**config.mk**
```make
export PLATFORM = sky130hd
export DESIGN_NAME = pack_round_stage
export DESIGN_NICKNAME = d
export VERILOG_FILES = /design/src/rtl/pack_round_stage.sv
export SDC_FILE = /design/constraint.sdc
export NUM_CORES = 1
export LEC_CHECK = 0
export BUFFER_PORTS_ARGS = -buffer_cell sky130_fd_sc_hd__buf_4
export CORE_MARGIN = 1.5
export CORE_UTILIZATION = 42
export DETAILED_ROUTE_END_ITERATION = 10
export PLACE_DENSITY = 0.74
export SYNTH_ARGS = -nofsm -noshare
export SYNTH_HDL_FRONTEND = slang
export SYNTH_SLANG_ARGS = --single-unit
```
**constraint.sdc**
```tcl
create_clock -name clock -period 2.58 [get_ports clock]
set_clock_uncertainty 0.1 [all_clocks]
set_input_delay 0.129 -clock clock [delete_from_list [all_inputs] [get_ports clock]]
set_output_delay 0.129 -clock clock [all_outputs]
set_load 0.005 [all_outputs]
```
**src/rtl/pack_round_stage.sv**
```systemverilog
// Pack/round stage: rounds an unpacked {sign, exp, man+GRS} value into an IEEE-style word.
// Define PACK_ROUND_NEAREST_EN for round-to-nearest-even; the default build truncates.
module pack_round_stage #(
  parameter int EXP_W = 8,
  parameter int MAN_W = 23,
  parameter int GRS_W = 3,
  parameter int TAG_W = 8
) (
  input  logic                     clock,
  input  logic                     reset,
  input  logic                     in_valid,
  output logic                     in_ready,
  input  logic                     in_bypass,
  input  logic                     in_sign,
  input  logic [EXP_W+1:0]         in_exp,
  input  logic [MAN_W+GRS_W:0]     in_man,
  input  logic [EXP_W+MAN_W:0]     in_raw,
  input  logic [TAG_W-1:0]         in_tag,
  output logic                     out_valid,
  input  logic                     out_ready,
  output logic [EXP_W+MAN_W:0]     out_result,
  output logic [TAG_W-1:0]         out_tag,
  output logic                     out_ovf,
  output logic [15:0]              ovf_count
);

  // Handshake: a transfer happens on a rising edge where in_valid && in_ready.
  // out_valid holds until out_ready is seen; the output register refills in the
  // same cycle it drains, so in_ready = !out_valid || out_ready.

  localparam int XW = EXP_W + 3;
  localparam logic signed [XW-1:0] BIAS = XW'((1 << (EXP_W - 1)) - 1);
  localparam logic signed [XW-1:0] EMIN = XW'(2 - (1 << (EXP_W - 1)));
  localparam logic signed [XW-1:0] ONE  = XW'(1);

`ifdef PACK_ROUND_NEAREST_EN
  localparam bit NEAREST = 1'b1;
`else
  localparam bit NEAREST = 1'b0;
`endif

  logic                    hidden;
  logic [MAN_W-1:0]        frac;
  logic                    guard;
  logic                    sticky_lo;
  logic                    round_inc;
  logic [MAN_W+1:0]        sig_sum;
  logic signed [XW-1:0]    exp_x;
  logic signed [XW-1:0]    exp_r;
  logic                    hid_r;
  logic [MAN_W-1:0]        frac_r;
  logic [EXP_W-1:0]        exp_field;
  logic [EXP_W+MAN_W:0]    result_next;
  logic                    ovf_next;
  logic                    xfer;

  assign in_ready = !out_valid || out_ready;
  assign xfer     = in_valid && in_ready;

  always_comb begin
    hidden    = in_man[MAN_W+GRS_W];
    frac      = in_man[GRS_W +: MAN_W];
    guard     = in_man[GRS_W-1];
    sticky_lo = |in_man[GRS_W-2:0];
    round_inc = NEAREST && guard && (sticky_lo || frac[0]);
    sig_sum   = {1'b0, hidden, frac} + (MAN_W+2)'(round_inc);
    exp_x     = {in_exp[EXP_W+1], in_exp};
    // Carry past the hidden bit renormalises; carry into a zero hidden bit turns
    // a subnormal into the smallest normal, which is the biased-exponent increment.
    if (sig_sum[MAN_W+1]) begin
      exp_r  = exp_x + ONE;
      hid_r  = 1'b1;
      frac_r = '0;
    end else begin
      exp_r  = exp_x;
      hid_r  = sig_sum[MAN_W];
      frac_r = sig_sum[MAN_W-1:0];
    end
    exp_field   = exp_r[EXP_W-1:0] + BIAS[EXP_W-1:0];
    ovf_next    = 1'b0;
    result_next = {in_sign, exp_field, frac_r};
    if (in_bypass) begin
      result_next = in_raw;
    end else if (exp_r > BIAS) begin
      ovf_next    = 1'b1;
      result_next = {in_sign, {EXP_W{1'b1}}, {MAN_W{1'b0}}};
    end else if (exp_r < EMIN) begin
      result_next = {in_sign, {(EXP_W+MAN_W){1'b0}}};
    end else if (exp_r == EMIN && !hid_r) begin
      result_next = {in_sign, {EXP_W{1'b0}}, frac_r};
    end
  end

  always_ff @(posedge clock) begin
    if (reset) begin
      out_valid  <= 1'b0;
      out_result <= '0;
      out_tag    <= '0;
      out_ovf    <= 1'b0;
      ovf_count  <= '0;
    end else if (xfer) begin
      out_valid  <= 1'b1;
      out_result <= result_next;
      out_tag    <= in_tag;
      out_ovf    <= ovf_next;
      if (ovf_next && ovf_count != 16'hFFFF)
        ovf_count <= ovf_count + 16'd1;
    end else if (out_ready) begin
      out_valid <= 1'b0;
    end
  end

endmodule

```
Word-level counts from Yosys, hierarchy flattened
Cells that the tools add are included.
- input port bits: 83
- word-level logic and storage cells: 27
- output and inout bits: 59
- register bits: 58
- mux-type cells: 8
- equality and inequality tests: 2
- reduce and logical (&&, ||, !) cells: 8
- $lt $le $gt $ge: 2
- add/subtract/negate cells: 2
- operators by type and width (operator ; number):
    $mux W31 ; 3
    $mux W32 ; 1
    $add A16 B1 Y16 const B ; 1
    $ne A16 B16 Y1 const B ; 1
    $eq A10 B8 Y1 const B ; 1
    $gt A10 B8 Y1 const B ; 1
    $lt A10 B8 Y1 const B ; 1
    $add A8 B7 Y8 const B ; 1
    $mux W1 ; 4
    $logic_and A1 B1 Y1 ; 3
    $logic_not A1 Y1 ; 2
    $reduce_and A2 Y1 ; 1
    $reduce_bool A2 Y1 ; 1
    $logic_or A1 B1 Y1 ; 1

Depth between registers and ports, before layout
Gate-level depths: netlist of the first run.
- depth in word-level cells: 6
- depth in mapped cells: 7
- gate-level depth less buffers: 6

Least setup slack after synthesis of the first run
Ideal clock, no wire load.
- kind: register to register
- start: register ovf_count[0]
- end: register ovf_count[11]
- buffers on the path: 2
- library setup time: 0.123 ns
- arrival time: 1.737 ns
- data required time: 2.357 ns
- setup slack: 0.620 ns
- cell stages (with the launch flop): 8
- period minus slack after synthesis: 1.960 ns
- cell sequence: dfxtp_1 -> ha_1 -> and3_1 -> and4_4 -> buf_6 -> buf_6 -> nor4_1 -> mux2_1
- longest elaborated chain between the ends: 3
- elaborated cells between the ends (all ways): 4
- those cells by class: 1 x add/sub; 1 x eq/ne; 2 x reduce/logical
- RTL lines (element ; RTL line ; source):
    from (decl) ; 24 ; output logic [15:0] ovf_count
    from (signal assigned) ; 107 ; ovf_count <= ovf_count + 16'd1;
    branches (longest 3 deep; another with $add A16 B1 Y16) ; n/a ;
Parallel ways; which one is timed is not known.
A chain may end at the register's enable or synchronous reset.

Worst setup path after layout of the first run
- start: register ovf_count[0]
- end: register ovf_count[15]
The elaborated chain is that of the path after synthesis.

==> metrics.cfg, run 1 <==
[routing]
drt-vias-per-instance=5.41
firstDrtPassIters=4
drt_iter0_drc=97
drt-wirelength-per-cell_um=15.0
drcViolationCount=0
drtAntennaViolNets=0
wl_mm=9.27
num_vias=3355

[cts]
h-tree-depth=3
clock_sinks=58
cts_resized=0
clockBufferDepth=2
cts_buffers=9
cts_tree=built
cts.hold.buffers_added=32
cts.clk_slew.worst_paths_ns=0.07
clk_latency_ns=0.33
cts_setup_buffers=0
clock-root-buffer=clkbuf_8

[setup_path]
cp_slowest_cell=dfxtp_1
endpoint=ovf_count[15]$_SDFFE_PP0P_
cp_cell_sequence=ha_1 -> and3_1 -> and4_4 -> nor4b_1 -> mux2_2
cp-start-kind=flip-flop
rr_endpoint=ovf_count[15]$_SDFFE_PP0P_
cp.buffers_inverters=0
rr_worst_depth=5
worstSetupPathType=flip-flop to flip-flop
cp_num_cells=5
cp.arrival_ns=2.08
rrSetupSlack_ns=0.61
crit_family=simple AND/OR/NAND/NOR gates
cpPeakStageDelay_ns=0.37
reg2reg_from=ovf_count[0]$_SDFFE_PP0P_
worstPathRequired_ns=2.69
critical_path.max_fanout=16
crit_path_start=ovf_count[0]$_SDFFE_PP0P_
cp-end-kind=flip-flop

[synth]
syn_inst=365
synth_area_leaders=dfxtp_1 (38%), a21oi_1 (7.2%), nand4b_1 (6.9%)
yosysUniqueCellTypes=48
yosys_most_used_dff=dfxtp_1
synth_top_family_by_area=simple AND/OR/NAND/NOR gates
synth-xor-area-share_pct=0.575
synth.net_count=451
avgSynthCellArea_um2=8.34
syn_area_mm2=0.00305
async_flop_share_pct=0
yosysWarningCount=0
synth.mux.area_fraction_pct=3.66
ys_ff_latch=58
yosys.area_share.adder_pct=1.23
yosys.area_share.simple_pct=29.2
yosys.area.top_type=dfxtp_1
ys_seq_area_share_pct=38.1
synth_edf_count=0
synth_compound_area_share_pct=21.1
synth_top_area_share_pct=38.1

[timing]
post-route-period-util_pct=76.3
period_needed_ns=1.97
fmax_mhz=508
tns_ns=0
worstMarginPinSlew_ns=0.723
finalSetupViolCount=0
rsz0062_at_grt=no
maxSlewHeadroom_pct=51.8
hold_viol=0
finalMaxSlewViolations=0

[die]
core_region_area_mm2=0.00691
rows=30
io_pins=142
dieArea_mm2=0.00777
start_util_pct=44.1
die_y_um=88.2
die_w_um=88.2

[finish]
final_common_cell=buf_4
syn_to_final_growth_pct=50.8
final_cell_mix=buf_4 (141), dfxtp_1 (58), a21oi_1 (44), nor2_1 (41), dlygate4sd3_1 (32)
stdcell_count=620
n_antenna_cell=0
nets=605
fill_cells=617
final_layout_size_suffix_gt1_share_pct=33.0

[min_path]
hold_path.startpoint=in_sign
hold_class=input pin to flip-flop

[run_status]
status=finished clean

[power]
powerDensity_mw_per_mm2=471
leakagePower_nw=1.91
ir_worst_vdd_v=0.000278

[global_routing]
grt_pass1_wl_mm=14.2
grt_max_degree=69
antenna_found_initial=0
grt-ovfl-total=0
grt_pass1_vias=3026
grtUsageTotal_pct=23.1

[placed_design]
dp_hpwl_mm=5.97
io_buffers=138
place_congestion=0.849
placed_cells=572

[run]
cap_violations=0

[final cells by class]
class	count	area, um2	share of cell area, %
inverters	9	33.8	0.736
flip-flops and latches	58	1160	25.3
clock inverters	6	41.3	0.899
well taps	96	120	2.62
clock buffers	10	138	3.00
repair buffers	174	1400	30.5
multi-input cells	267	1700	37.0
[cells by family (layout without fill, tap and decap cells)]
family	count (synthesis)	count (layout)
buf+inv	40	199
xor+xnor	2	2
simple gates	156	156
flops	58	58
compound gates	96	96
mux	10	10
fa+ha+maj	3	3
[cells in the mapped netlist (2+ instances only)]
cell,count
nand2b_1,3
or4_1,5
nor3_1,3
o21ai_0,4
o211ai_1,2
mux2_2,6
nor4_1,9
a2111oi_0,3
and3_1,2
and4_4,2
ha_1,3
and4_1,2
a211oi_1,26
mux2_1,3
buf_6,3
nor2b_1,10
a21oi_1,44
a32oi_1,2
dfxtp_1,58
clkbuf_1,19
buf_2,8
inv_1,9
nor3b_1,5
o31ai_1,5
xor2_1,2
nand4b_1,24
nand4_1,5
nor2_1,41
or3_1,2
o21a_1,2
nand2_1,27
nand3_1,10
[per-layer routing]
| metal | vias up | track usage [%] | share of wire [%] |
|---|---|---|---|
| met1 | 1572 | 28.3 | 42 |
| met2 | 107 | 38.7 | 49 |
| met3 | 16 | 6.79 | 6.9 |
| met4 | 0 | 8.24 | 1.7 |
| li1 | 1660 | - | - |
| met5 | - | 0 | 0 |
[sequential cells by signal (all words and copies together) (netlist names)]
signal,flops
out_valid,1
out_result,32
out_tag,8
out_ovf,1
ovf_count,16
[worst register-to-register path: stages, from the launching register on]
cell and delay (ns):
dfxtp_1 0.37, ha_1 0.27, and3_1 0.20, and4_4 0.24
nor4b_1 0.32, mux2_2 0.37
[worst min path at each step]
| stage | slack (ns) | endpoint | cells past startpoint |
|---|---|---|---|
| after floorplan | 0.16 | out_valid$_SDFFE_PP0P_ | 2 |
| after global placement | 0.28 | out_tag[5]$_SDFFE_PP0P_ | 3 |
| after detailed placement | 0.29 | out_tag[4]$_SDFFE_PP0P_ | 3 |
| after CTS | 0.05 | out_result[12]$_SDFFE_PP0P_ | 3 |
| after global routing | 0.05 | out_result[12]$_SDFFE_PP0P_ | 3 |
| final | 0.05 | out_result[31]$_SDFFE_PP0P_ | 3 |
[per-stage QoR]
stage               cell area, um2  worst slack, ns  hold WS [ns]  power [mW]  utilization (%)
floorplan                     3050            0.620         0.158        1.17                -
CTS                           4590            0.601        0.0456        2.18             66.5
global route                  4590            0.348        0.0530        2.26             66.5
detailed placement            4090            0.600         0.288        1.39             59.3
global placement              4090            0.641         0.277        1.38             59.3
finish                        4590            0.612        0.0527        2.16             66.5
[report_power, final]
part | internal, mW | switching, mW
clock | 0.374 | 0.377
combinational | 0.242 | 0.194
sequential | 0.946 | 0.0277
total | 1.56 | 0.599
Note: power is estimated with default switching activity, not from simulation.
==> inputs of run 2 (changes only) <==
Clock period 2.58 ns to 1.86 ns, I/O delays scaled along.
==> metrics.cfg, run 2 (synthesis gave the netlist of run 1 again) <==
[routing]
drtAntennaViolNets=0
drt_iter0_drc=104
firstDrtPassIters=4
drcViolationCount=0
wl_mm=9.38
num_vias=3371
drt-wirelength-per-cell_um=14.9
drt-vias-per-instance=5.34

[setup_path]
critical_path.max_fanout=7
cp_slowest_cell=dfxtp_1
crit_family=simple AND/OR/NAND/NOR gates
cp-start-kind=flip-flop
cp-end-kind=flip-flop
worstSetupPathType=flip-flop to flip-flop
reg2reg_from=ovf_count[4]$_SDFFE_PP0P_
worstPathRequired_ns=1.97
cp.buffers_inverters=0
cp.arrival_ns=1.90
rr_worst_depth=4
cpPeakStageDelay_ns=0.39
rrSetupSlack_ns=0.07
rr_endpoint=ovf_count[8]$_SDFFE_PP0P_
cp_cell_sequence=and4_1 -> nand2_1 -> nor4_1 -> mux2_2

[timing]
rsz0062_at_grt=no
finalMaxSlewViolations=0
tns_ns=0
post-route-period-util_pct=96.0
finalSetupViolCount=0
fmax_mhz=560
worstMarginPinSlew_ns=0.498
hold_viol=0
maxSlewHeadroom_pct=66.5
period_needed_ns=1.79

[die]
io_pins=142
start_util_pct=44.1
dieArea_mm2=0.00777
rows=30
die_y_um=88.2
die_w_um=88.2
core_region_area_mm2=0.00691

[min_path]
hold_depth=4
hold_end=out_result[27]$_SDFFE_PP0P_
hold_class=input pin to flip-flop
hold_path.startpoint=in_exp[4]

[finish]
fin_util_pct=69.3
top_regs=out_result x32, ovf_count x16, out_tag x8
n_antenna_cell=0
final_cell_mix=buf_4 (150), dfxtp_1 (56), a21oi_1 (44), nor2_1 (41), dlygate4sd3_1 (32)
syn_to_final_growth_pct=57.1
top_register=out_result
nets=616
final_common_cell=buf_4
largest_reg_flops=32
final_layout_size_suffix_gt1_share_pct=36.1
fill_cells=567

[cts]
clock_sinks=58
clock-root-buffer=clkbuf_8
h-tree-depth=3
clk_latency_ns=0.32
cts.clk_slew.worst_paths_ns=0.07
cts_tree=built
clockBufferDepth=2
cts_buffers=9

[global_routing]
use_met1_pct=30.0
grtUsageMet3_pct=7.07
antenna_found_initial=0
grt-busiest-layer=met2
grt-ovfl-total=0
use_met2_pct=40.7
grtUsageTotal_pct=24.4
grt_max_degree=57
grt_pass1_wl_mm=14.9
grt_pass1_vias=3225

[run_status]
status=finished clean

[placed_design]
dp_hpwl_mm=6.20
place_congestion=0.904
io_buffers=138

[power]
powerDensity_mw_per_mm2=660
leakagePower_nw=1.98
ir_worst_vdd_v=0.000441

[run]
cap_violations=0

[run 2: changes by cell type in the layout (fill, tap and decap cells not counted), moves of 2 or more]
| cell | previous run | this run |
|---|---|---|
| nor4_1 | 9 | 4 |
| dfxtp_1 | 58 | 56 |
| buf_4 | 141 | 150 |
| nor4_2 | 1 | 6 |
| buf_12 | 1 | 3 |
[run 2: worst max path at each step]
stage                                   start                          to  slack (ns)  cells after the start
global placement    ovf_count[1]$_SDFFE_PP0P_  ovf_count[15]$_SDFFE_PP0P_        0.09                      5
detailed placement  ovf_count[1]$_SDFFE_PP0P_  ovf_count[15]$_SDFFE_PP0P_        0.04                      5
CTS                 ovf_count[0]$_SDFFE_PP0P_  ovf_count[15]$_SDFFE_PP0P_        0.02                      5
finish              ovf_count[4]$_SDFFE_PP0P_   ovf_count[8]$_SDFFE_PP0P_        0.07                      4
floorplan           ovf_count[1]$_SDFFE_PP0P_  ovf_count[11]$_SDFFE_PP0P_        0.02                      7
global route        ovf_count[4]$_SDFFE_PP0P_   ovf_count[8]$_SDFFE_PP0P_       0.006                      4
[run 2: metal layers]
layer | up-vias | part of all wire (%)
li1 | 1679 | -
met1 | 1564 | 40
met5 | - | 0
met4 | 0 | 1.2
met2 | 117 | 51
met3 | 11 | 7.2
[run 2: power by group]
part	internal, mW	switching, mW
sequential	1.31	0.0399
clock	0.690	0.501
combinational	0.347	0.271
total	2.35	0.812
[run 2: metrics by stage]
step	setup slack, ns	instance area (um2)	cells	hold slack (ns)	power, mW
global placement	0.0858	4240	583	0.240	1.93
global route	0.00579	4790	631	0.0254	3.32
floorplan	0.0229	3090	365	0.122	1.62
detailed placement	0.0448	4240	583	0.252	1.94
CTS	0.0246	4770	631	0.00515	3.18
finish	0.0746	4790	631	0.0201	3.16
[run 2: repair_timing]
action	4_1_cts	5_1_grt
endpoints found under the setup margin	0	12
buffers inserted	0	0
gates resized for setup	0	4
endpoints found under the hold margin	32	0
hold buffers	32	0
[run 2: worst min-delay path: stages]
cell and delay, ns:
buf_4 0.11, xor2_1 0.06, nand4b_1 0.08, a21oi_1 0.05
[run 2: layout make-up]
class	count	area, um2	area share [%]
well taps	96	120	2.51
repair buffers	185	1510	31.5
flip-flops and latches	58	1170	24.4
clock inverters	4	50.0	1.05
multi-input cells	267	1750	36.7
clock buffers	12	155	3.24
inverters	9	33.8	0.706
==> inputs of run 3 (changes only) <==
==> constraint.sdc (replaced) <==
create_clock -name clock -period 1.86 [get_ports clock]
set_clock_uncertainty 0.1 [all_clocks]
set_input_delay 0.279 -clock clock [delete_from_list [all_inputs] [get_ports clock]]
set_output_delay 0.279 -clock clock [all_outputs]
set_load 0.005 [all_outputs]
==> metrics.cfg, run 3 (synthesis gave the netlist of run 1 again) <==
[finish]
nets=591
syn_to_final_growth_pct=47.8
final_cell_mix=buf_4 (158), dfxtp_1 (56), a21oi_1 (44), nor2_1 (41), nand2_1 (27)
final_layout_size_suffix_gt1_share_pct=39.1
fill_cells=607
top_register=out_result
final_area_mm2=0.00450
final_common_cell=buf_4
largest_reg_flops=32
top_regs=out_result x32, ovf_count x16, out_tag x8
n_antenna_cell=0

[cts]
cts.hold.buffers_added=0
clockBufferDepth=2
cts_tree=built
clock-root-buffer=clkbuf_8
cts_buffers=9
clock_sinks=58
cts.clk_slew.worst_paths_ns=0.06
h-tree-depth=3
clk_latency_ns=0.32

[global_routing]
grtUsageTotal_pct=22.8
grt_pass1_wl_mm=13.9
grt_pass1_vias=3032
grt-ovfl-total=0
antenna_found_initial=0
grt_max_degree=57

[setup_path]
cp-start-kind=flip-flop
rr_endpoint=ovf_count[15]$_SDFFE_PP0P_
reg2reg_from=ovf_count[1]$_SDFFE_PP0P_
cpPeakStageDelay_ns=0.37
cp_cell_sequence=ha_4 -> and3_4 -> and4_4 -> nor4b_2 -> mux2_2
cp-end-kind=flip-flop
critical_path.max_fanout=16
rr_worst_depth=5
cp.arrival_ns=1.87
worstSetupPathType=flip-flop to flip-flop
cp_slowest_cell=dfxtp_4
rrSetupSlack_ns=0.10
worstPathRequired_ns=1.97

[timing]
finalMaxSlewViolations=0
finalSetupViolCount=0
maxSlewHeadroom_pct=60.2
rsz0062_at_grt=no
period_needed_ns=1.76
hold_viol=0
post-route-period-util_pct=94.5
worstMarginPinSlew_ns=0.596
worst_slack_ns=0.102
fmax_mhz=569

[die]
die_w_um=88.2
dieArea_mm2=0.00777
io_pins=142
start_util_pct=44.1
die_y_um=88.2
rows=30
core_region_area_mm2=0.00691

[min_path]
hold_depth=3
hold_path.startpoint=in_tag[5]
hold_end=out_tag[5]$_SDFFE_PP0P_
hold_class=input pin to flip-flop

[routing]
drt_iter0_drc=125
num_vias=3352
drt-vias-per-instance=5.54
drtAntennaViolNets=0
drcViolationCount=0
firstDrtPassIters=5
wl_mm=8.92
drt-wirelength-per-cell_um=14.7

[placed_design]
dp_hpwl_mm=6.35
place_congestion=0.891
dp_slack_ns=-0.0529
io_buffers=138
dpl_cell_area_mm2=0.00427

[power]
power_mw=3.10
powerDensity_mw_per_mm2=690
ir_worst_vdd_v=0.000445
leakagePower_nw=1.88

[run]
cap_violations=0

[run_status]
status=finished clean

-- run 3: cell count changes in the layout (fill, tap and decap cells not counted) --
cell | previous run | this run
nor4_2 | 6 | 7
clkinvlp_4 | 2 | 0
clkbuf_8 | 11 | 12
buf_6 | 0 | 1
and2_1 | 0 | 1
dlygate4sd3_1 | 32 | 0
buf_4 | 150 | 158
nor4_1 | 4 | 3
and2_2 | 1 | 0
buf_12 | 3 | 1
-- run 3: final cells by class --
type / count / area [um2] / share of cell area, %
clock buffers: 13 / 169 / 3.75
clock inverters: 2 / 35.0 / 0.778
inverters: 9 / 33.8 / 0.751
multi-input cells: 267 / 1760 / 39.1
flip-flops and latches: 58 / 1170 / 25.9
well taps: 96 / 120 / 2.67
repair buffers: 160 / 1220 / 27.1
-- run 3: how the worst max path moves through the flow --
stage / start / slack, ns / endpoint / depth (start not counted)
floorplan: ovf_count[1]$_SDFFE_PP0P_ / 0.02 / ovf_count[11]$_SDFFE_PP0P_ / 7
global placement: in_exp[9] / -0.005 / ovf_count[15]$_SDFFE_PP0P_ / 5
detailed placement: in_exp[9] / -0.05 / ovf_count[15]$_SDFFE_PP0P_ / 5
CTS: ovf_count[1]$_SDFFE_PP0P_ / 0.03 / ovf_count[15]$_SDFFE_PP0P_ / 5
global route: ovf_count[5]$_SDFFE_PP0P_ / 0.006 / ovf_count[13]$_SDFFE_PP0P_ / 5
finish: ovf_count[1]$_SDFFE_PP0P_ / 0.10 / ovf_count[15]$_SDFFE_PP0P_ / 5
-- run 3: per-layer routing --
metal / track usage, % / routed length [um] / share of wire, % / up-vias
met1: 27.7 / 3810 / 43 / 1596
met5: 0 / 0 / 0 / -
li1: - / - / - / 1625
met4: 5.54 / 72 / 0.81 / 0
met2: 38.8 / 4350 / 49 / 123
met3: 8.01 / 696 / 7.8 / 8
-- run 3: worst max-delay path: cells and delay by family, from the launching register on --
family | cells | cell delay [ns]
mux | 1 | 0.36
simple gates | 3 | 0.65
fa+ha+maj | 1 | 0.17
flops | 1 | 0.37
-- run 3: stage by stage --
stage / std cells / setup TNS [ns] / util (%) / hold slack (ns)
floorplan: 365 / 0 / - / 0.308
global route: 605 / 0 / 65.2 / 0.0924
finish: 605 / 0 / 65.2 / 0.103
global placement: 590 / -0.00508 / 61.8 / 0.342
detailed placement: 590 / -0.105 / 61.8 / 0.349
CTS: 605 / 0 / 64.7 / 0.0849
-- run 3: where the power goes --
part	switching, mW	leakage [nW]	internal [mW]
clock network	0.468	0.106	0.720
logic	0.258	1.29	0.308
registers	0.0387	0.478	1.31
-- run 3: timing repair --
| action | in CTS | in global routing |
|---|---|---|
| resized for setup | 0 | 5 |
| endpoints found under the setup margin | 0 | 6 |
| setup buffers | 0 | 0 |
